<file path="config.mk">
export PLATFORM = sky130hd
export DESIGN_NAME = mem_arbiter
export DESIGN_NICKNAME = d
export VERILOG_FILES = /design/src/rtl/mem_arbiter.sv
export SDC_FILE = /design/constraint.sdc
export NUM_CORES = 1
export LEC_CHECK = 0
export CORE_MARGIN = 5
export CORE_UTILIZATION = 36
export CTS_CLUSTER_DIAMETER = 30
export DETAILED_ROUTE_END_ITERATION = 6
export PLACE_DENSITY = 0.8
export REMOVE_ABC_BUFFERS = 1
export SLEW_MARGIN = 20
export SYNTH_ARGS = -nofsm -noshare
export SYNTH_HDL_FRONTEND = slang
export SYNTH_SLANG_ARGS = --single-unit
</file>
<file path="constraint.sdc">
create_clock -name clk -period 2.7 [get_ports clk]
set_clock_uncertainty 0.1 [all_clocks]
set_input_delay 0.675 -clock clk [delete_from_list [all_inputs] [get_ports clk]]
set_output_delay 0.675 -clock clk [all_outputs]
set_load 0.03 [all_outputs]
</file>
<file path="src/rtl/mem_arbiter.sv">
// mem_arbiter: two-requester arbiter in front of a single-port data memory.
// The memory has a synchronous write and a combinational read. When both
// requesters ask at once, the one not served last wins. A requester may lock
// ownership across accesses. A lock held for LOCK_MAX cycles is forcibly released.
module mem_arbiter #(
  parameter int AW       = 8,
  parameter int DW       = 8,
  parameter int LOCK_MAX = 15
) (
  input  logic          clk,
  input  logic          rst_n,
  // requester 0 (CPU load/store)
  input  logic          r0_req,
  input  logic          r0_we,
  input  logic [AW-1:0] r0_addr,
  input  logic [DW-1:0] r0_wdata,
  input  logic          r0_lock,
  output logic          r0_gnt,
  output logic          r0_rvalid,
  output logic [DW-1:0] r0_rdata,
  // requester 1 (loader/DMA)
  input  logic          r1_req,
  input  logic          r1_we,
  input  logic [AW-1:0] r1_addr,
  input  logic [DW-1:0] r1_wdata,
  input  logic          r1_lock,
  output logic          r1_gnt,
  output logic          r1_rvalid,
  output logic [DW-1:0] r1_rdata,
  // status
  output logic          lock_timeout,
  // memory side
  output logic [AW-1:0] mem_addr,
  output logic [DW-1:0] mem_dat_in,
  output logic          mem_wr_en,
  input  logic [DW-1:0] mem_dat_out
);

  localparam int CW = (LOCK_MAX < 2) ? 1 : $clog2(LOCK_MAX + 1);
  localparam logic [CW-1:0] LOCK_LAST = CW'(LOCK_MAX);

  typedef enum logic [1:0] {
    IDLE  = 2'd0,
    LOCK0 = 2'd1,
    LOCK1 = 2'd2
  } state_e;

  state_e        state_q, state_d;
  logic          last_srv_q, last_srv_d;   // index of the requester served last
  logic [CW-1:0] lock_cnt_q, lock_cnt_d;   // cycles spent in the current lock
  logic          r0_rvalid_q, r0_rvalid_d;
  logic          r1_rvalid_q, r1_rvalid_d;
  logic [DW-1:0] r0_rdata_q, r0_rdata_d;
  logic [DW-1:0] r1_rdata_q, r1_rdata_d;

  // Grant decision and memory port mux; everything is forced idle while in reset.
  // NOTE: every signal driven here gets a default first, so no path leaves it unassigned and no latch is inferred.
  always_comb begin
    r0_gnt       = 1'b0;
    r1_gnt       = 1'b0;
    lock_timeout = 1'b0;
    mem_addr     = '0;
    mem_dat_in   = '0;
    mem_wr_en    = 1'b0;
    if (rst_n) begin
      case (state_q)
        IDLE: begin
          if (r0_req && r1_req) begin
            r0_gnt = last_srv_q;
            r1_gnt = !last_srv_q;
          end else begin
            r0_gnt = r0_req;
            r1_gnt = r1_req;
          end
        end
        LOCK0: begin
          if (lock_cnt_q == LOCK_LAST) lock_timeout = 1'b1;
          else                         r0_gnt       = r0_req;
        end
        LOCK1: begin
          if (lock_cnt_q == LOCK_LAST) lock_timeout = 1'b1;
          else                         r1_gnt       = r1_req;
        end
        default: ;
      endcase
    end
    if (r0_gnt) begin
      mem_addr   = r0_addr;
      mem_dat_in = r0_wdata;
      mem_wr_en  = r0_we;
    end else if (r1_gnt) begin
      mem_addr   = r1_addr;
      mem_dat_in = r1_wdata;
      mem_wr_en  = r1_we;
    end
  end

  // Next state, lock counter, round-robin history and read-data capture.
  always_comb begin
    state_d    = state_q;
    last_srv_d = last_srv_q;
    if (lock_timeout) begin
      state_d = IDLE;
    end else if (r0_gnt) begin
      last_srv_d = 1'b0;
      state_d    = r0_lock ? LOCK0 : IDLE;
    end else if (r1_gnt) begin
      last_srv_d = 1'b1;
      state_d    = r1_lock ? LOCK1 : IDLE;
    end

    // Count while staying in a lock; entry into a lock (or IDLE) restarts at zero.
    if (state_q != IDLE && state_d == state_q) lock_cnt_d = lock_cnt_q + 1'b1;
    else                                       lock_cnt_d = '0;

    r0_rvalid_d = r0_gnt && !r0_we;
    r1_rvalid_d = r1_gnt && !r1_we;
    r0_rdata_d  = r0_rvalid_d ? mem_dat_out : r0_rdata_q;
    r1_rdata_d  = r1_rvalid_d ? mem_dat_out : r1_rdata_q;
  end

  // State registers; reset abandons any lock without a timeout pulse.
  // NOTE: sequential state uses non-blocking assignments so every flop samples pre-edge values.
  always_ff @(posedge clk or negedge rst_n) begin
    if (!rst_n) begin
      state_q     <= IDLE;
      last_srv_q  <= 1'b1;
      lock_cnt_q  <= '0;
      r0_rvalid_q <= 1'b0;
      r1_rvalid_q <= 1'b0;
      r0_rdata_q  <= '0;
      r1_rdata_q  <= '0;
    end else begin
      state_q     <= state_d;
      last_srv_q  <= last_srv_d;
      lock_cnt_q  <= lock_cnt_d;
      r0_rvalid_q <= r0_rvalid_d;
      r1_rvalid_q <= r1_rvalid_d;
      r0_rdata_q  <= r0_rdata_d;
      r1_rdata_q  <= r1_rdata_d;
    end
  end

  assign r0_rvalid = r0_rvalid_q;
  assign r1_rvalid = r1_rvalid_q;
  assign r0_rdata  = r0_rdata_q;
  assign r1_rdata  = r1_rdata_q;

endmodule

</file>
* Word-level counts from Yosys, hierarchy flattened *
Index checks and enable logic that the tools add are counted.

word-level totals
  register bits after elaboration = 25
  input port bits = 48
  output and inout port bits = 38
  word-level logic and storage cells = 50

cells by class
  add/subtract/negate cells = 1
  equality and inequality tests = 4
  muxes and demuxes = 25
  bitwise gates (word level) = 1
  reductions and logical operators = 12

operator list
  cell                                                                    number
  8-bit two-way mux                                                       4
  1-bit two-way mux                                                       14
  2-bit two-way mux                                                       4
  4-bit by 1-bit adder with 4-bit output (second input constant)          1
  4-bit equality test (second input constant)                             1
  1-bit logical AND                                                       4
  4-bit two-way mux                                                       1
  1-bit one-hot mux with 2 select lines                                   2
  2-bit nonzero test                                                      2
  1-bit zero test                                                         3
  2-bit by 1-bit equality test with 1-bit output (second input constant)  1
  2-bit equality test                                                     1
  2-bit equality test (second input constant)                             1
  2-bit zero test                                                         1
  2-bit AND reduction                                                     1
  2-bit OR reduction                                                      1
  1-bit NOT                                                               1

* Depth between registers and ports, before layout *
  word-level depth = 10
  gate-level depth with buffers = 8
  gate-level depth less buffers = 7

* Least setup slack after synthesis *
No wires, ideal clock.

  path type = register to output
  start = reg state_q[0]
  end = out mem_addr[0]
  arrival time = 2112 ps
  data required time = 1925 ps
  slack = -187 ps
  cell stages (with the launch flop) = 9
  buffers on the path = 2
  cell sequence = dfrtp_1 > inv_1 > ha_1 > nand3_1 > o22ai_2 > nor2b_1 > buf_2 > buf_4 > a22o_1

on the way
  word-level cells in the longest chain between the ends = 5
  elaborated cells between the ends (all ways) = 9
  those cells by class = eq/ne (2); mux (6); reduce/logical (1)

ends and longest elaborated chain
  item                                                           line  source
  from (decl)                                                    48    state_e state_q, state_d;
  from (signal assigned)                                         134   state_q <= state_d;
  2-bit equality test / 2-bit zero test (equally long branches)  66    case (state_q)
  1-bit one-hot mux with 2 select lines *                        66
  1-bit two-way mux *                                            65    if (rst_n) begin
  named net r1_gnt                                               27    output logic r1_gnt,
  8-bit two-way mux *                                            91    end else if (r1_gnt) begin
  8-bit two-way mux *                                            87    if (r0_gnt) begin
  to (decl)                                                      33    output logic [AW-1:0] mem_addr,

The timed path passes the listed nets; every way through them passes the cells marked *.

* Final worst setup path *
  start = reg state_q[0]
  end = out mem_addr[7]

on the way
  word-level cells in the longest chain between the ends = 5
  elaborated cells between the ends (all ways) = 9
  those cells by class = eq/ne (2); mux (6); reduce/logical (1)

ends and longest elaborated chain
  item                                                           line
  2-bit equality test / 2-bit zero test (equally long branches)  66
  1-bit one-hot mux with 2 select lines                          66
  1-bit two-way mux                                              65
  8-bit two-way mux                                              91
  8-bit two-way mux *                                            87

Every way passes the cells marked *; elsewhere a longest branch is shown, timed or not.

==> key figures <==
GRT
  – First-pass GRT wire length: 6960 um
  – Initial antenna violation count: 0
  – Gr ovfl total: 0
  – Vias in the first global route: 1411
  – Total GRT Usage: 17.2%
  – Largest net degree at the start of global routing: 23

Power
  – Maximum vdd ir drop: 395 uV
  – Static leakage: 1.11 nW
  – Pwr/cell area: 278 mW/mm^2

Flow run
  – Max cap viols: 0

Place
  – Post-DP Area: 0.00223 mm^2
  – Post-placement cell count: 248
  – Number of port buffers: 85
  – Detailed placer's ending HPWL: 3300 um
  – Dpl ws: -0.362 ns
  – Placer Congestion: 0.801

Logic synthesis
  – Ys async rst share: 100%
  – #FFs+latches synth: 25
  – Synth cell types: 31
  – Post-Syn Area: 0.00132 mm^2
  – Post-synth EDFFs: 0
  – Syn_area_per_cell: 12.0 um^2
  – Most used DFF post-synth: dfrtp_1
  – Synth Instances: 110
  – Register area share after synthesis: 47.7%
  – Synthesis Warnings: 0

Final layout
  – Area grow syn2layout: 87.3%
  – Nets: 265
  – Inserted Diodes: 0
  – Fin cells: 260
  – Share of cells above drive strength 1: 30.2%
  – Most frequent cells in the layout: clkdlybuf4s50_1, dfrtp_1, buf_6, buf_4, a22o_1
  – Finished Cell Area: 0.00246 mm^2
  – Commonest non-fill, non-tap cell in the layout: clkdlybuf4s50_1
  – Layout fillers: 266
  – Final core occ: 68.3%

Route
  – Met1 wire length: 1740 um
  – Final WL: 4580 um
  – Routed len/inst: 17.6 um
  – Routed met3 length: 223 um
  – DR pass1 iterations: 4
  – Met2 wire len: 2560 um
  – Vias per inst: 4.98
  – ANT nets after route: 0
  – Vias: 1294
  – Initial DRC Count: 57
  – Remaining DRCs: 0
  – Max Used Layer: met4

Timing
  – Post-layout min period: 2.68 ns
  – # setup viols final: 0
  – Measured slew at the worst slew-check pin: 0.330 ns
  – Period utilization: 99.3%
  – Final Max Tran Viols: 0
  – RSZ-0062 raised after global routing: true
  – Total negative slack: 0 ns
  – Rel. slew slack: 77.9%
  – Final hold violations: 0
  – Max Fclk: 373 MHz
  – Final worst setup slack: 0.0196 ns

Die
  – Core area: 0.00361 mm^2
  – Die area: 0.00496 mm^2
  – Initial core utilization: 36.5%
  – DIE HEIGHT: 70.4 um
  – Die width: 70.4 um
  – Row Count: 22
  – IO Pins: 86

Clock network
  – Clock slew at reported path FFs: 0.09 ns
  – Root buffer selected by CTS: clkbuf_8
  – TritonCTS buffer count: 3
  – Worst-Skew Late Latency: 0.26 ns
  – H-Tree Depth: 1
  – Clk sink count: 25
  – CTS tree: done
  – Max clock buf depth: 2
  – Hold buffers post-CTS: 0

Worst setup path
  – Critical Path RT: 1.92 ns
  – CP Launch Type: flop
  – Worst setup EP type: primary output
  – Worst EP arrival: 1.91 ns
  – Worst Path Max Fanout: 8
  – Setup CP Type: flop to primary output

Hold path
  – Hold Crit Class: primary input to async pin

Run status
  – Status: completed
-- cell usage after synthesis (2+ instances only) --
library cell  instances  area share [%]
nor2_1                2            0.57
ha_1                  4             3.8
a22o_1               17              11
mux2_1               16              14
dfrtp_1              24              46
inv_1                 3            0.86
nand2_1               3            0.86
nand3_1               7             2.7
a21oi_1               4             1.5
buf_2                 3             1.1
clkbuf_1              2            0.57
nor2b_1               4             1.9
nor4_1                3             1.4
-- area by class of cell --
class / instances / area [um^2] / share of cell area, %
repair buffers: 104 / 1010 / 40.9
clock inverters: 1 / 7.51 / 0.305
multi-input cells: 75 / 706 / 28.6
inverters: 4 / 15.0 / 0.609
well taps: 48 / 60.1 / 2.44
flip-flops and latches: 25 / 627 / 25.4
clock buffers: 3 / 41.3 / 1.68
-- registers in the layout (all words and copies together), names as in the netlist --
register and cells:
lock_cnt_q 4, r1_rvalid 1, r1_rdata 8, last_srv_q 1, r0_rvalid 1, r0_rdata 8
state_q 2
-- cells by family after synthesis --
group	after synthesis	share of synthesized area, %
compound gates	27	17.8
xor+xnor	2	1.33
fa+ha+maj	4	3.81
buf+inv	10	3.43
flops	25	47.7
mux	18	15.6
simple gates	24	10.4
-- path summary, 6_finish.rpt --
| check | slack [ns] | from | end | cells after the start |
|---|---|---|---|---|
| worst min register to register | 0.39 | r0_rdata[5]$_DFFE_PN0P_ | r0_rdata[5]$_DFFE_PN0P_ | 1 |
| worst max-delay path | 0.02 | state_q[0]$_DFF_PN0_ | mem_addr[7] | 8 |
| worst max register to register | 0.38 | state_q[1]$_DFF_PN0_ | lock_cnt_q[2]$_DFF_PN0_ | 9 |
| worst min-delay path | 0.35 | rst_n | lock_cnt_q[1]$_DFF_PN0_ | 2 |
| max in group asynchronous | 1.85 | rst_n | r1_rdata[7]$_DFFE_PN0P_ | 2 |
| min in group clk | 0.39 | r0_rdata[5]$_DFFE_PN0P_ | r0_rdata[5]$_DFFE_PN0P_ | 1 |
-- stage by stage --
step | hold slack [ns] | power [mW]
6_report | 0.352 | 0.685
5_1_grt | 0.360 | 0.714
4_1_cts | 0.383 | 0.690
3_5_place_dp | 0.375 | 0.469
3_3_place_gp | 0.361 | 0.467
2_1_floorplan | 0.279 | 0.384
-- power breakdown --
group	internal [mW]	switching, mW	leakage [nW]
Sequential	0.374	0	0.320
Clock	0.104	0.119	0.0217
Combinational	0.0616	0.0256	0.773
-- critical path: stages, from the launching register on --
cell,delay [ns]
dfrtp_1,0.42
inv_2,0.11
ha_2,0.19
nand3_2,0.10
o22ai_4,0.15
nor2b_4,0.23
buf_6,0.16
a22o_1,0.15
buf_6,0.13
-- metal layers --
layer / vias up / global-route usage, %
met5: - / 0
met4: 0 / 2.77
met3: 6 / 4.17
met2: 38 / 31.7
met1: 634 / 20.3
li1: 616 / -
-- timing repair --
action,in CTS,in global routing
hold endpoints to repair,0,0
setup endpoints to repair,20,17
setup buffers,3,3
pin swaps,1,10
cloned,2,0
gates resized for setup,21,29
Note: power is estimated with default switching activity, not from simulation.
